$ cat config.mk
export PLATFORM = sky130hd
export DESIGN_NAME = load_store_ctrl
export DESIGN_NICKNAME = d
export VERILOG_FILES = /design/src/rtl/load_store_ctrl.sv
export SDC_FILE = /design/constraint.sdc
export NUM_CORES = 1
export LEC_CHECK = 0
export ABC_AREA = 1
export BUFFER_PORTS_ARGS = -buffer_cell sky130_fd_sc_hd__buf_4
export CORE_UTILIZATION = 51
export DETAILED_ROUTE_END_ITERATION = 7
export GPL_ROUTABILITY_DRIVEN = 0
export GPL_TIMING_DRIVEN = 0
export PLACE_DENSITY = 0.91
export SLEW_MARGIN = 10
export SYNTH_ARGS = -nofsm -noshare
export SYNTH_HDL_FRONTEND = slang
export SYNTH_SLANG_ARGS = --single-unit
export TNS_END_PERCENT = 20
$ cat constraint.sdc
create_clock -name clk -period 1.9 [get_ports clk]
set_input_delay 0.57 -clock clk [delete_from_list [all_inputs] [get_ports clk]]
set_output_delay 0.57 -clock clk [all_outputs]
set_load 0.05 [all_outputs]
$ cat src/rtl/load_store_ctrl.sv
// load_store_ctrl
//   Sequences mMIPS memory-stage loads/stores onto a word-only data memory.
//   Sub-word stores become read-modify-write; loads are lane-extracted and
//   extended to 32 bits. The core stalls while busy is high.
//
// Parameters
//   SIGNEXT_LB  1 = signed LB sign-extends, 0 = LB zero-extends like LBU
//   BIG_ENDIAN  1 = byte offset 0 lives in bits [31:24]
//
// Ports
//   clk, rst_n            clock, synchronous active-low reset
//   start/store/size/uns  request strobe and operation (size 00 B, 01 H, 10 W)
//   addr, wdata           byte address, right-justified store data
//   busy, done, err       status; err and rdata are valid with done
//   rdata                 extended load data, held until the next load completes
//   mem_req/mem_we        memory request (held until mem_ack) and write enable
//   mem_addr, mem_wdata   word-aligned address and merged write word
//   mem_rdata, mem_ack    read word and one-cycle acknowledge from memory
module load_store_ctrl #(
    parameter bit SIGNEXT_LB = 1'b0,
    parameter bit BIG_ENDIAN = 1'b1
) (
    input  logic        clk,
    input  logic        rst_n,
    input  logic        start,
    input  logic        store,
    input  logic [1:0]  size,
    input  logic        uns,
    input  logic [31:0] addr,
    input  logic [31:0] wdata,
    output logic        busy,
    output logic        done,
    output logic        err,
    output logic [31:0] rdata,
    output logic        mem_req,
    output logic        mem_we,
    output logic [31:0] mem_addr,
    output logic [31:0] mem_wdata,
    input  logic [31:0] mem_rdata,
    input  logic        mem_ack
);

    typedef enum logic [1:0] {IDLE, READ, WRITE, DONE} state_t;

    localparam logic [1:0] SZ_B = 2'b00;
    localparam logic [1:0] SZ_H = 2'b01;
    localparam logic [1:0] SZ_W = 2'b10;

    state_t      state, state_nxt;
    logic        store_q, uns_q, err_q, gap_q;
    logic [1:0]  size_q, boff_q;
    logic [15:0] wdata_q;

    logic        bad_req, acked, half_hi;
    logic [1:0]  lane;
    logic [3:0]  lane_mask;
    logic [7:0]  byte_val;
    logic [15:0] half_val;
    logic [31:0] load_val, merged;

    assign bad_req = (size == 2'b11) ||
                     (size == SZ_H && addr[0]) ||
                     (size == SZ_W && addr[1:0] != 2'b00);

    // gap_q holds the request low for one cycle after the read half of a
    // read-modify-write, so the memory sees two distinct transactions.
    assign mem_req = (state == READ) || (state == WRITE && !gap_q);
    assign mem_we  = mem_req && (state == WRITE);
    assign acked   = mem_req && mem_ack;
    assign busy    = (state != IDLE);
    assign done    = (state == DONE);
    assign err     = done && err_q;

    // ---------------- lane selection ----------------
    assign lane      = BIG_ENDIAN ? (2'd3 - boff_q) : boff_q;
    assign half_hi   = (~boff_q[1]) == BIG_ENDIAN;
    assign lane_mask = (size_q == SZ_H) ? (half_hi ? 4'b1100 : 4'b0011)
                                        : (4'b0001 << lane);
    assign byte_val  = mem_rdata[{lane, 3'b000} +: 8];
    assign half_val  = half_hi ? mem_rdata[31:16] : mem_rdata[15:0];

    always_comb begin
        load_val = mem_rdata;
        case (size_q)
            SZ_B:    load_val = (SIGNEXT_LB && !uns_q) ? {{24{byte_val[7]}}, byte_val}
                                                      : {24'h0, byte_val};
            SZ_H:    load_val = !uns_q ? {{16{half_val[15]}}, half_val}
                                       : {16'h0, half_val};
            default: load_val = mem_rdata;
        endcase
    end

    // Selected lanes take store data (odd lanes of a half get the upper
    // store byte); all other lanes keep the word just read.
    for (genvar i = 0; i < 4; i++) begin : g_lane
        localparam bit ODD = (i % 2) == 1;
        assign merged[8*i +: 8] = !lane_mask[i]              ? mem_rdata[8*i +: 8] :
                                  (ODD && size_q == SZ_H)    ? wdata_q[15:8]
                                                             : wdata_q[7:0];
    end

    // ---------------- FSM ----------------
    always_ff @(posedge clk) begin
        if (!rst_n) state <= IDLE;
        else        state <= state_nxt;
    end

    always_comb begin
        state_nxt = state;
        case (state)
            IDLE: begin
                if (start) begin
                    if (bad_req)                     state_nxt = DONE;
                    else if (store && size == SZ_W)  state_nxt = WRITE;
                    else                             state_nxt = READ;
                end
            end
            READ:    if (acked) state_nxt = store_q ? WRITE : DONE;
            WRITE:   if (acked) state_nxt = DONE;
            DONE:    state_nxt = IDLE;
            default: state_nxt = IDLE;
        endcase
    end

    // ---------------- datapath ----------------
    always_ff @(posedge clk) begin
        if (!rst_n) begin
            store_q   <= 1'b0;
            uns_q     <= 1'b0;
            err_q     <= 1'b0;
            gap_q     <= 1'b0;
            size_q    <= 2'b00;
            boff_q    <= 2'b00;
            wdata_q   <= 16'h0;
            rdata     <= 32'h0;
            mem_addr  <= 32'h0;
            mem_wdata <= 32'h0;
        end else begin
            gap_q <= (state == READ) && acked && store_q;
            case (state)
                IDLE: begin
                    if (start) begin
                        store_q <= store;
                        uns_q   <= uns;
                        size_q  <= size;
                        boff_q  <= addr[1:0];
                        wdata_q <= wdata[15:0];
                        err_q   <= bad_req;
                        // errored accesses leave the memory side untouched
                        if (!bad_req) begin
                            mem_addr <= {addr[31:2], 2'b00};
                            if (store && size == SZ_W) mem_wdata <= wdata;
                        end
                    end
                end
                READ: begin
                    if (acked) begin
                        if (store_q) mem_wdata <= merged;
                        else         rdata     <= load_val;
                    end
                end
                default: ;
            endcase
        end
    end

endmodule

* Word-level counts from Yosys, hierarchy flattened *
Cells that the tools add are included.

storage, ports and cells
  output and inout bits = 101
  logic and storage cells = 75
  bits in registers = 120

cells by class
  muxes and demuxes = 23
  reductions and logical operators = 23
  eq/ne operators = 13
  shifts and indexed selects = 2
  bitwise gates (word level) = 2
  add/subtract/negate cells = 1

operators by type and width
  operator                                             count
  2-to-1 mux 32 bit                                    6
  one-hot mux 32 bit (2 select lines)                  2
  2-to-1 mux 8 bit                                     5
  variable part select 32 x 6 -> 8 bit                 1
  2-to-1 mux 16 bit                                    1
  != test 2 bit, second input constant                 6
  2-to-1 mux 2 bit                                     5
  logical AND 1 bit                                    9
  AND reduction 3 bit                                  3
  equality test 2 bit, second input constant           4
  2-to-1 mux 4 bit                                     2
  one-hot mux 2 bit (4 select lines)                   1
  equality test 2 x 1 -> 1 bit, second input constant  3
  AND reduction 6 bit                                  1
  nonzero test 2 bit                                   3
  logical NOT 2 bit                                    2
  << shifter 1 x 2 -> 4 bit, first input constant      1
  logical OR 1 bit                                     3
  inverter 1 bit                                       2
  AND reduction 2 bit                                  1
  subtractor 2 bit, first input constant               1
  logical NOT 1 bit                                    1
  2-to-1 mux 1 bit                                     1

* Longest topological paths before layout *
  word-level depth = 7
  mapped depth = 12

* Worst setup path after synthesis *
No wires, ideal clock.

  kind = flip-flop to output port
  start point = reg state[0]
  end point = out mem_req
  buffers on the path = 0
  stages on the path, launching flop included = 5
  slack = -0.412 ns
  arrival = 1.742 ns
  cell sequence = dfxtp_1 > inv_1 > ha_1 > inv_1 > o21ai_0

on the way
  cells in the longest elaborated chain, start to end = 3

RTL lines
  what                    RTL line  RTL
  start, declared         49        state_t state, state_nxt;
  start signal, assigned  105       else state <= state_nxt;
  equality test 2 bit     67        assign mem_req = (state == READ) || (state == WRITE && !gap_q);
  logical AND 1 bit       67
  logical OR 1 bit *      67
  end, declared           35        output logic mem_req,

Mark *: on every way between the ends. The rest lies on a longest branch, timed or not.

* Worst setup path after layout *
  start point = reg state[0]
  end point = out mem_we

on the way
  cells in the longest elaborated chain, start to end = 4

RTL lines
  what                 RTL line  RTL
  equality test 2 bit  67, 68
  logical AND 1 bit    67
  logical OR 1 bit     67
  logical AND 1 bit *  68        assign mem_we = mem_req && (state == WRITE);
  end, declared        36        output logic mem_we,

Marks and branches as above.

==> impl_results.rst <==
.. list-table::
   :header-rows: 1

   * - Metric
     - Value
   * - WHS
     - 393 ps
   * - Die width
     - 111 um
   * - Routed vias
     - 7632
   * - Synthesis-to-layout area growth
     - 41.9%
   * - Setup CP Type
     - flip-flop to output port
   * - Flop2flop setup slack
     - -150 ps
   * - TritonCTS buffer count
     - 17
   * - Pins Over Slew Limit
     - 0
   * - Top Ports
     - 205
   * - Leftover overflow at the end of global routing
     - 0
   * - Cell area after synthesis
     - 6040 um^2
   * - Number of global-route vias before repair
     - 6841
   * - H-tree depth reported by CTS
     - 4
   * - Transition time of the tightest slew-check pin
     - 779 ps
   * - Data arrival time of the critical path
     - 1510 ps
   * - Max Fanout on Critical Path
     - 3
   * - Placed Cells
     - 1303
   * - Leakage power
     - 0.00436 uW
   * - Clock Skew
     - 8.32 ps
   * - Sum of net half-perimeters after detailed placement
     - 15300 um
   * - Failing checks
     - setup timing
   * - Maximum buffer depth of the clock tree
     - 2
   * - Switch share
     - 46.9%
   * - Cells on Worst Hold Path
     - 3
   * - Global routing usage summed across all routing layers
     - 34.7%
   * - Post-route antenna net violation count
     - 0
   * - Internal power
     - 7220 uW
   * - Kind of capture point of the worst setup path
     - output port
   * - Clock power share
     - 23.2%
   * - Initial DRT Pass Iterations
     - 8
   * - Length in cells of the worst reg-to-reg path
     - 12
   * - First-pass GRT wire length
     - 33700 um
   * - Final Core Density
     - 74.8%
   * - PD cells
     - 1590 nW/um^2
   * - Starting utilization of the core area
     - 52.7%
   * - WP data required
     - 1330 ps
   * - Share of cells above drive strength 1
     - 24.8%
   * - Flops & latches, synth
     - 120
   * - Time the final worst path needs with I/O delays and setup
     - 2080 ps
   * - Result of the run
     - complete, but fails checks
   * - WL per Instance
     - 16.8 um
   * - Clock-pin transition on the worst setup and hold timing paths
     - 60 ps
   * - Antenna violations before repair
     - 0
   * - Synth Area per Inst
     - 6.31 um^2
   * - Kind of start point of the critical path
     - flip-flop
   * - R2R Path End
     - mem_wdata[29]
   * - Vertical extent of the die
     - 111 um
   * - Maximum number of pins on one net before global-route repair
     - 17
   * - Clk_lat worst skew
     - 420 ps
   * - Number of setup violations in the final report
     - 36
   * - Buffers added on ports
     - 201
   * - Achievable clock frequency
     - 0.481 GHz
   * - Proportion of synthesized chip area in sequential cells
     - 39.8%
   * - Area enclosed by the die boundary
     - 12300 um^2
   * - Hold path endpoint
     - rdata[11]
   * - Post-synthesis cell count
     - 958
   * - Aggregate routed wire length
     - 22500 um
   * - Sequential Power Share
     - 25.7%
   * - Clock tree from TritonCTS
     - built
   * - Setup WS pre-CTS
     - -324 ps
   * - CTS Root Cell
     - sky130_fd_sc_hd__clkbuf_16
   * - Diodes inserted
     - 0
   * - Least setup slack across all paths after layout
     - -178 ps
   * - Post-detailed-route DRC marker count
     - 0
   * - Row cnt
     - 39
   * - Hold crit path type
     - primary input to flip-flop
   * - Worst min-delay path startpoint
     - mem_rdata[11]
   * - Average via count per standard cell
     - 5.68
   * - Net switching component of the power
     - 6370 uW
   * - Count of unique library cells instantiated by Yosys
     - 26
   * - Fraction of the cycle the final worst path needs
     - 109%
   * - Number of warning messages in the yosys log
     - 0
   * - Layout Cells excl Fill
     - 1343
   * - Hold-fix buffers, CTS
     - 0
   * - Core outline area
     - 11500 um^2
   * - Reg-to-reg critical path startpoint
     - state[0]
   * - Final count of hold timing violations
     - 0
   * - Portion of total power attributed to combinational logic
     - 51.1%
   * - Max_cap viols
     - 0
   * - VDD IR max
     - 0.000949 V
   * - # clock sinks
     - 120
   * - RSZ-0062 raised after global routing
     - yes
   * - Number of DRC markers after the initial detailed-route iteration
     - 1245
   * - Slew headroom
     - 47.7%
   * - Final-stage net count
     - 1295
==> sequential cells by signal, indices dropped and copies added, names as in the netlist <==
| signal | cells |
|---|---|
| boff_q | 2 |
| err_q | 1 |
| gap_q | 1 |
| mem_addr | 30 |
| mem_wdata | 32 |
| rdata | 32 |
| size_q | 2 |
| state | 2 |
| store_q | 1 |
| uns_q | 1 |
| wdata_q | 16 |
==> logic make-up (layout without fill, tap and decap cells) <==
| family | after synthesis | in the layout | share of synthesized area (%) |
|---|---|---|---|
| AO/OA/AOI/OAI | 219 | 219 | 18.4 |
| adder cells (fa/ha/maj) | 4 | 4 | 0.828 |
| buffers and inverters | 168 | 409 | 11.2 |
| flip-flops | 120 | 120 | 39.8 |
| other | 1 | 2 | 0.0621 |
| AND/OR/NAND/NOR | 446 | 446 | 29.8 |
==> cell type report <==
| type | instances | area (um^2) |
|---|---|---|
| Multi-Input combinational cell | 671 | 3040 |
| Timing Repair Buffer | 210 | 1630 |
| Tap cell | 143 | 179 |
| Sequential cell | 120 | 2400 |
| Buffer | 59 | 325 |
| Inverter | 108 | 420 |
| Clock inverter | 11 | 125 |
| Clock buffer | 21 | 450 |
| Fill cell | 793 | 2890 |
==> cells in the mapped netlist <==
library cell / instances / area (um^2)
sky130_fd_sc_hd__nor2_4: 1 / 11.3
sky130_fd_sc_hd__buf_6: 1 / 11.3
sky130_fd_sc_hd__a21oi_1: 111 / 556
sky130_fd_sc_hd__o22ai_1: 1 / 6.26
sky130_fd_sc_hd__o211ai_1: 1 / 7.51
sky130_fd_sc_hd__nand2_2: 4 / 25.0
sky130_fd_sc_hd__buf_2: 22 / 110
sky130_fd_sc_hd__o21ai_0: 102 / 510
sky130_fd_sc_hd__buf_1: 2 / 7.51
sky130_fd_sc_hd__inv_1: 103 / 387
sky130_fd_sc_hd__nor2_2: 2 / 12.5
sky130_fd_sc_hd__o22ai_2: 1 / 12.5
sky130_fd_sc_hd__o21bai_1: 1 / 7.51
sky130_fd_sc_hd__dfxtp_1: 120 / 2400
sky130_fd_sc_hd__nand3_1: 77 / 385
sky130_fd_sc_hd__nor2_1: 150 / 563
sky130_fd_sc_hd__nand2_1: 210 / 788
sky130_fd_sc_hd__inv_2: 4 / 15.0
sky130_fd_sc_hd__buf_4: 2 / 15.0
sky130_fd_sc_hd__conb_1: 1 / 3.75
sky130_fd_sc_hd__nor3_1: 1 / 5.00
sky130_fd_sc_hd__ha_1: 4 / 50.1
sky130_fd_sc_hd__clkbuf_1: 33 / 124
sky130_fd_sc_hd__nand3_2: 1 / 10.0
sky130_fd_sc_hd__o21ai_1: 2 / 10.0
sky130_fd_sc_hd__inv_4: 1 / 6.26
==> per-layer routing <==
metal	up-vias	wire length (um)	global-route usage, %
met3	128	2640	9.02
met4	0	1250	18.8
li1	3506	-	-
met2	595	10400	56.2
met1	3403	8200	41.9
met5	-	0	0
==> cells in the final DEF, fill, tap and decap left out, types with 2 or more instances in the layout <==
| cell | instances |
|---|---|
| sky130_fd_sc_hd__conb_1 | 2 |
| sky130_fd_sc_hd__bufinv_16 | 2 |
| sky130_fd_sc_hd__o21ai_0 | 99 |
| sky130_fd_sc_hd__buf_8 | 3 |
| sky130_fd_sc_hd__buf_1 | 2 |
| sky130_fd_sc_hd__clkbuf_2 | 3 |
| sky130_fd_sc_hd__inv_4 | 3 |
| sky130_fd_sc_hd__inv_2 | 5 |
| sky130_fd_sc_hd__clkbuf_1 | 29 |
| sky130_fd_sc_hd__nand3_1 | 76 |
| sky130_fd_sc_hd__dfxtp_1 | 118 |
| sky130_fd_sc_hd__nor2_1 | 149 |
| sky130_fd_sc_hd__dfxtp_2 | 2 |
| sky130_fd_sc_hd__inv_1 | 99 |
| sky130_fd_sc_hd__buf_6 | 5 |
| sky130_fd_sc_hd__nand2_2 | 4 |
| sky130_fd_sc_hd__clkinv_2 | 3 |
| sky130_fd_sc_hd__clkbuf_16 | 19 |
| sky130_fd_sc_hd__buf_2 | 15 |
| sky130_fd_sc_hd__buf_4 | 209 |
| sky130_fd_sc_hd__nand3_2 | 2 |
| sky130_fd_sc_hd__nand2_1 | 209 |
| sky130_fd_sc_hd__clkinvlp_4 | 2 |
| sky130_fd_sc_hd__o21ai_1 | 4 |
| sky130_fd_sc_hd__clkinv_4 | 4 |
| sky130_fd_sc_hd__nor2_4 | 2 |
| sky130_fd_sc_hd__ha_4 | 2 |
| sky130_fd_sc_hd__clkbuf_4 | 3 |
| sky130_fd_sc_hd__a21oi_1 | 110 |
| sky130_fd_sc_hd__nor2_2 | 2 |
==> per-stage QoR <==
| step | setup TNS, ps | power (uW) | instance area, um^2 |
|---|---|---|---|
| global placement | -2810 | 9450 | 7740 |
| finish | -3140 | 13600 | 8580 |
| CTS | -1530 | 13000 | 8440 |
| global route | -7150 | 14200 | 8580 |
| floorplan | -46.5 | 7790 | 6060 |
| detailed placement | -3430 | 9580 | 7740 |
==> critical path, stage by stage, from the launching register on <==
cell and delay (ps):
sky130_fd_sc_hd__dfxtp_2 400, sky130_fd_sc_hd__ha_4 200, sky130_fd_sc_hd__inv_8 40, sky130_fd_sc_hd__clkbuf_16 140, sky130_fd_sc_hd__a21oi_4 130, sky130_fd_sc_hd__buf_6 180
==> how the worst max path moves through the flow <==
stage	startpoint	endpoint	slack, ps	cells after the start
global placement	state[1]	mem_we	-260	7
CTS	state[1]	mem_we	-210	7
floorplan	state[0]	mem_req	-40	4
global route	state[0]	mem_wdata[11]	-210	11
detailed placement	state[1]	mem_we	-320	7
finish	state[0]	mem_we	-180	5
==> power groups by stage <==
stage	Clock [uW]	Sequential [uW]	Combinational, uW
after floorplan	0	4830	2960
after global placement	0	3470	5980
after detailed placement	0	3490	6090
after CTS	3140	3460	6400
after global routing	3300	3540	7370
final	3160	3500	6940
==> repair_timing <==
| action | in CTS | in global routing |
|---|---|---|
| endpoints found under the setup margin | 43 | 114 |
| setup buffers | 5 | 3 |
| gates cloned | 0 | 1 |
| pin swaps | 2 | 4 |
| gates resized for setup | 26 | 39 |
Power figures use the tool's default switching activity.
